$ cat src/rtl/fifo_burst_writer.sv
// Write-side burst producer for the dual-clock FIFO: emits an optional length header
// followed by cmd_len payload words from a valid/ready stream, honouring fifo_full.
module fifo_burst_writer #(
    parameter int DATA_WIDTH  = 8,
    parameter int LEN_WIDTH   = 8,
    parameter int HEADER_EN   = 1,
    parameter int STALL_LIMIT = 256
) (
    input  logic                  w_clk,
    input  logic                  w_rst,
    input  logic                  cmd_valid,
    output logic                  cmd_ready,
    input  logic [LEN_WIDTH-1:0]  cmd_len,
    input  logic                  s_valid,
    output logic                  s_ready,
    input  logic [DATA_WIDTH-1:0] s_data,
    input  logic                  fifo_full,
    output logic                  fifo_w_en,
    output logic [DATA_WIDTH-1:0] fifo_data_in,
    output logic                  busy,
    output logic                  done,
    output logic [15:0]           words_sent,
    output logic                  stall_err
);

    localparam int STALL_W = $clog2(STALL_LIMIT + 1);
    localparam logic [STALL_W-1:0] STALL_MAX = STALL_W'(STALL_LIMIT);

    typedef enum logic [1:0] {
        IDLE  = 2'd0,
        DATA  = 2'd1,
        DRAIN = 2'd2
    } state_t;

    state_t                state_reg, state_next;
    logic [LEN_WIDTH-1:0]  remaining_reg, remaining_next;
    logic                  w_en_reg, w_en_next;
    logic [DATA_WIDTH-1:0] data_reg, data_next;
    logic                  done_reg, done_next;
    logic [15:0]           words_reg, words_next;
    logic [STALL_W-1:0]    stall_cnt_reg, stall_cnt_next;
    logic                  stall_err_reg, stall_err_next;

    logic                  consume;
    logic                  can_load;
    logic [DATA_WIDTH-1:0] header_word;

    generate
        if (DATA_WIDTH > LEN_WIDTH) begin : g_hdr_pad
            assign header_word = {{(DATA_WIDTH - LEN_WIDTH){1'b0}}, cmd_len};
        end else begin : g_hdr_exact
            assign header_word = cmd_len;
        end
    endgenerate

    // The output register behaves as a one-deep skid stage: it may refill on the
    // same edge it is drained, giving one word per cycle.
    assign consume  = w_en_reg && !fifo_full;
    assign can_load = !w_en_reg || !fifo_full;

    always_comb begin
        state_next     = state_reg;
        remaining_next = remaining_reg;
        w_en_next      = w_en_reg && !consume;
        data_next      = data_reg;
        done_next      = 1'b0;
        cmd_ready      = 1'b0;
        s_ready        = 1'b0;

        case (state_reg)
            IDLE: begin
                cmd_ready = 1'b1;
                if (cmd_valid) begin
                    remaining_next = cmd_len;
                    // DRAIN only exits once the register is empty, so IDLE can load the header freely.
                    if (HEADER_EN != 0) begin
                        w_en_next = 1'b1;
                        data_next = header_word;
                    end
                    state_next = (cmd_len != '0) ? DATA : DRAIN;
                end
            end
            DATA: begin
                s_ready = can_load && (remaining_reg != '0);
                if (s_valid && s_ready) begin
                    w_en_next      = 1'b1;
                    data_next      = s_data;
                    remaining_next = remaining_reg - LEN_WIDTH'(1);
                    if (remaining_reg == LEN_WIDTH'(1)) begin
                        state_next = DRAIN;
                    end
                end
            end
            DRAIN: begin
                if (!w_en_reg || consume) begin
                    state_next = IDLE;
                    done_next  = 1'b1;
                end
            end
            default: begin
                state_next = IDLE;
            end
        endcase
    end

    always_comb begin
        words_next     = words_reg + 16'(consume);
        stall_cnt_next = stall_cnt_reg;
        if (consume) begin
            stall_cnt_next = '0;
        end else if (w_en_reg && fifo_full && (stall_cnt_reg != STALL_MAX)) begin
            stall_cnt_next = stall_cnt_reg + STALL_W'(1);
        end
        stall_err_next = stall_err_reg || (stall_cnt_next == STALL_MAX);
    end

    always_ff @(posedge w_clk or posedge w_rst) begin
        if (w_rst) begin
            state_reg     <= IDLE;
            remaining_reg <= '0;
            w_en_reg      <= 1'b0;
            data_reg      <= '0;
            done_reg      <= 1'b0;
            words_reg     <= '0;
            stall_cnt_reg <= '0;
            stall_err_reg <= 1'b0;
        end else begin
            state_reg     <= state_next;
            remaining_reg <= remaining_next;
            w_en_reg      <= w_en_next;
            data_reg      <= data_next;
            done_reg      <= done_next;
            words_reg     <= words_next;
            stall_cnt_reg <= stall_cnt_next;
            stall_err_reg <= stall_err_next;
        end
    end

    assign fifo_w_en    = w_en_reg;
    assign fifo_data_in = data_reg;
    assign busy         = (state_reg != IDLE);
    assign done         = done_reg;
    assign words_sent   = words_reg;
    assign stall_err    = stall_err_reg;

endmodule

$ cat config.mk
export PLATFORM = sky130hd
export DESIGN_NAME = fifo_burst_writer
export DESIGN_NICKNAME = d
export VERILOG_FILES = /design/src/rtl/fifo_burst_writer.sv
export SDC_FILE = /design/constraint.sdc
export NUM_CORES = 1
export LEC_CHECK = 0
export ABC_AREA = 1
export ABC_CLOCK_PERIOD_IN_PS = 2100
export BUFFER_PORTS_ARGS = -buffer_cell sky130_fd_sc_hd__buf_2
export CORE_ASPECT_RATIO = 1.75
export CORE_MARGIN = 1
export CORE_UTILIZATION = 49
export CTS_CLUSTER_DIAMETER = 80
export DETAILED_ROUTE_END_ITERATION = 10
export MAX_ROUTING_LAYER = met4
export PLACE_DENSITY_LB_ADDON = 0.05
export SLEW_MARGIN = 20
export SYNTH_ARGS = -nofsm -noshare
export SYNTH_HDL_FRONTEND = slang
export SYNTH_SLANG_ARGS = --single-unit
export TNS_END_PERCENT = 20
$ cat constraint.sdc
create_clock -name w_clk -period 2.1 [get_ports w_clk]
set_clock_uncertainty 0.15 [all_clocks]
set_input_delay 0.42 -clock w_clk [delete_from_list [all_inputs] [get_ports w_clk]]
set_output_delay 0.42 -clock w_clk [all_outputs]
set_load 0.01 [all_outputs]
# --- Word-level counts from Yosys, hierarchy flattened ---
# Cells that the tools add are included.
classes:
  eq_ne: 9
  reduce_logical: 19
  n_addsub: 3
  muxes: 20
op_table:
  columns: ["operator", "n"]
  rows:
  - ["8-bit case mux with 2 select lines", 2]
  - ["8-bit 2-to-1 mux", 3]
  - ["9-bit 2-to-1 mux", 2]
  - ["16-bit by 1-bit adder with 16-bit output", 1]
  - ["8-bit nonzero test", 2]
  - ["2-bit 2-to-1 mux", 5]
  - ["9-bit by 1-bit adder with 9-bit output, second input constant", 1]
  - ["9-bit == test, second input constant", 1]
  - ["9-bit inequality test, second input constant", 1]
  - ["8-bit by 1-bit == test with 1-bit output, second input constant", 1]
  - ["2-bit inequality test, second input constant", 4]
  - ["8-bit by 1-bit subtractor with 8-bit output, second input constant", 1]
  - ["1-bit logical AND", 6]
  - ["1-bit 2-to-1 mux", 6]
  - ["2-bit case mux with 3 select lines", 1]
  - ["4-bit AND reduction", 1]
  - ["2-bit nonzero test", 2]
  - ["1-bit zero test", 3]
  - ["1-bit logical OR", 3]
  - ["3-bit AND reduction", 1]
  - ["2-bit by 1-bit == test with 1-bit output, second input constant", 1]
  - ["2-bit == test, second input constant", 1]
  - ["2-bit zero test", 1]
  - ["1-bit case mux with 2 select lines", 1]
word_totals:
  wordCells: 59
  reg_bits: 46
  input_bits: 21
  out_inout_bits: 30

# --- Depth between registers and ports, before layout ---
logic_depth:
  depth_word: 6
  ltp_mapped: 12
  mapped_depth_nobuf: 12

# --- Worst setup path after synthesis ---
# No wires, ideal clock.
synth_path:
  path_type: "reg2reg"
  from: "register w_en_reg, in the netlist fifo_w_en"
  to: "register words_reg[14], in the netlist words_sent[14]"
  arrival_ns: 1.800
  path_slack_ns: 0.027
  t_required_ns: 1.827
  path_stages_with_launch: 13
  path_buffers: 0
  synth_period_minus_slack_ns: 2.073
  cell_sequence: "dfrtp_1 > inv_1 > nor2_1 > ha_1 > ha_1 > nand2_1 > nor2_2 > nand3_2 > nor2_2 > nand3_2 > nor2_2 > nand3_1 > xor2_1"
synth_via:
  elab_chain_len: 2
synth_lines:
  columns: ["element", "line_no", "source"]
  rows:
  - ["start: declaration", "37", "logic w_en_reg, w_en_next;"]
  - ["start signal: assignment", "130", "w_en_reg <= w_en_next;"]
  - ["1-bit logical AND", "58", "assign consume = w_en_reg && !fifo_full;"]
  - ["16-bit by 1-bit adder with 16-bit output", "107", "words_next = words_reg + 16'(consume);"]
  - ["net words_next[14]", "40", "logic [15:0] words_reg, words_next;"]
  - ["end signal: assignment", "133", "words_reg <= words_next;"]
  - ["end: declaration", "40", null]
# The timed path passes the listed nets, and every way through them passes these cells.
# A chain may end at the register's enable or synchronous reset.

# --- Final worst setup path ---
# Ends and elaborated chain as after synthesis.

==> impl_metrics.tcl <==
set metrics [dict create \
    cts_tree "yes" \
    synth_area_leaders "dfrtp_1 (46%), nand2_1 (15%), inv_1 (5.8%)" \
    netlist_area_sq_um 2520 \
    fin_crit_ps 2090 \
    p_leak_nw 1.78 \
    clk_path_buf_depth 2 \
    io_pins 51 \
    yosysTopAreaCell "dfrtp_1" \
    nFillCells 453 \
    multiInputGateArea_sq_um 1220 \
    max_freq_ghz 0.477 \
    critical_path_class "flop to flop" \
    drcViolationCount 0 \
    irDropWorstVdd_mv 0.915 \
    area_growth_pct 24.2 \
    place_congestion 0.829 \
    place.port_buffers 50 \
    fp.coreArea_sq_um 4980 \
    dieArea_sq_um 5450 \
    grt_pass1_vias 2245 \
    fp-row-count 34 \
    grt_max_degree 30 \
    ys_seq_elements 46 \
    diodes 0 \
    dp_hpwl_um 4400 \
    seq_area_sq_um 1150 \
    cp-end-kind "flop" \
    setup-violations-final 0 \
    cts_made_buffers 5 \
    ys_seq_area_share_pct 45.6 \
    fin_crit_sh_pct 99.7 \
    whs_ps 275 \
    synthesis.nets 345 \
    power_density_nw_per_um2 1260 \
    slew_viol_final 0 \
    cts_root_buffer "clkbuf_8" \
    dr.pass1.iters 6 \
    drive_gt1_share_pct 27.3 \
    grt_pass1_wl_um 9560 \
    ant_nets 0 \
    grt_usage_pct 22.9 \
    clock_sinks 46 \
    setup_tns_ps 0 \
    ys_warn_count 0 \
    wirelength_um 5620 \
    fin_nets 415 \
    htreeDepth 2 \
    dr.first_iter.drc_count 101 \
    viasPerCell 5.03 \
    path_clk_slew_ps 90 \
    initial_utilization_pct 50.7 \
    antenna_found_initial 0 \
    netlist.area_leader.share_pct 45.6 \
    synth.most_common_cell "nand2_1" \
    cap_viol_max_count 0 \
    critPathArrivalTime_ps 2140 \
    die_x_um 56.2 \
    largest_reg_flops 16 \
    slew_headroom_pct 73.1 \
    ys.flop_type "dfrtp_1" \
    cp-start-kind "flop" \
    clock_latency_ps 300 \
    synth.avg_cell_area_sq_um 7.96 \
    finalHoldViolCount 0 \
    wire_per_inst_um 12.7 \
    place_area_sq_um 2940 \
    worst_pin_slew_ps 402 \
    netlist_instances 317 \
    synth-edff-count 0 \
    hp-class "input port to flop" \
    synth_common_cells "nand2_1 (104), dfrtp_1 (46), inv_1 (39)" \
    via_count 2224 \
    rsz0062_at_grt "true" \
    final_area_sq_um 3130 \
    async_flop_share_pct 100 \
    crit_fanout 3 \
    status "completed" \
    grt_overflow 0 \
    die_y_um 96.9 \
    required_ps 2140 \
    ys_types 31 \
    fin_total_pwr_mw 3.95 \
]
[worst paths after layout]
check | start | end | depth (start not counted) | slack (ps)
worst max-delay path | fifo_w_en | words_sent[14] | 12 | 5
worst min-delay path | s_data[3] | fifo_data_in[3] | 5 | 270
worst max register to register | fifo_w_en | words_sent[14] | 12 | 5
worst min register to register | stall_err | stall_err | 2 | 310
max in group asynchronous | w_rst | fifo_data_in[2] | 4 | 820
min in group asynchronous | w_rst | words_sent[2] | 3 | 490
[per-stage QoR]
stage	instances	utilization [%]	setup slack [ps]
finish	442	62.9	5.50
global route	442	62.9	-109
CTS	440	61.4	11.5
detailed placement	431	59.0	-96.3
global placement	431	59.0	-24.7
floorplan	317	-	27.0
[per-layer routing]
layer | wire length (um) | part of all wire [%] | GRT usage, %
met5 | 0 | 0 | -
met4 | 153 | 2.7 | 11.3
met3 | 200 | 3.6 | 3.48
met2 | 3130 | 56 | 41.2
met1 | 2140 | 38 | 23.6
[cell usage in the layout, fill, tap and decap left out, types with 2 or more instances in the layout]
cell type and n:
nand3_2 3, ha_1 5, xor2_1 11, buf_2 50, inv_1 38, o21ai_1 6
nand3_1 22, nand4_1 4, buf_6 2, nand2_4 2, nand2_1 103, dfrtp_1 46
inv_2 6, nand2_2 5, buf_4 11, xnor2_1 6, nor2_2 3, a21oi_1 3
clkbuf_8 8, nor3_1 2, nor4_1 2, nor2_4 4, buf_12 2, o21ai_0 10
o21ai_2 3, nor2_1 19
[timing repair]
item | in CTS | in global routing
hold buffers | 1 | 0
endpoints found under the hold margin | 17 | 0
setup buffers | 0 | 3
resized for setup | 0 | 13
setup endpoints to repair | 0 | 6
[final cells by class]
class,count,area share [%]
Timing Repair Buffer,66,12.9
Inverter,46,5.59
Clock buffer,8,3.51
Tap cell,54,2.16
Multi-Input combinational cell,222,39.1
Sequential cell,46,36.7
[cell families after synthesis]
family	count (synthesis)	share of synthesized area, %
adder cells (fa/ha/maj)	7	3.47
AND/OR/NAND/NOR	175	31.9
AO/OA/AOI/OAI	23	5.11
buffers and inverters	49	7.99
flip-flops	46	45.6
XOR/XNOR	17	5.90
[worst max-delay path: stages, from the launching register on]
cell     delay, ps
dfrtp_1        380
inv_1           60
nor2_2         130
ha_2           230
ha_4           150
nand2_4         50
nor2_4         130
nand3_2         90
nor2_2         140
nand3_2        100
nor2_4         150
nand3_2         70
xor2_1         140
[power breakdown]
part | switching (mW) | leakage [nW] | internal, mW
clock network | 0.297 | 0.0575 | 0.333
registers | 0.250 | 0.581 | 1.16
logic | 1.17 | 1.14 | 0.741
total | 1.72 | 1.78 | 2.23
Note: power is estimated with default switching activity, not from simulation.
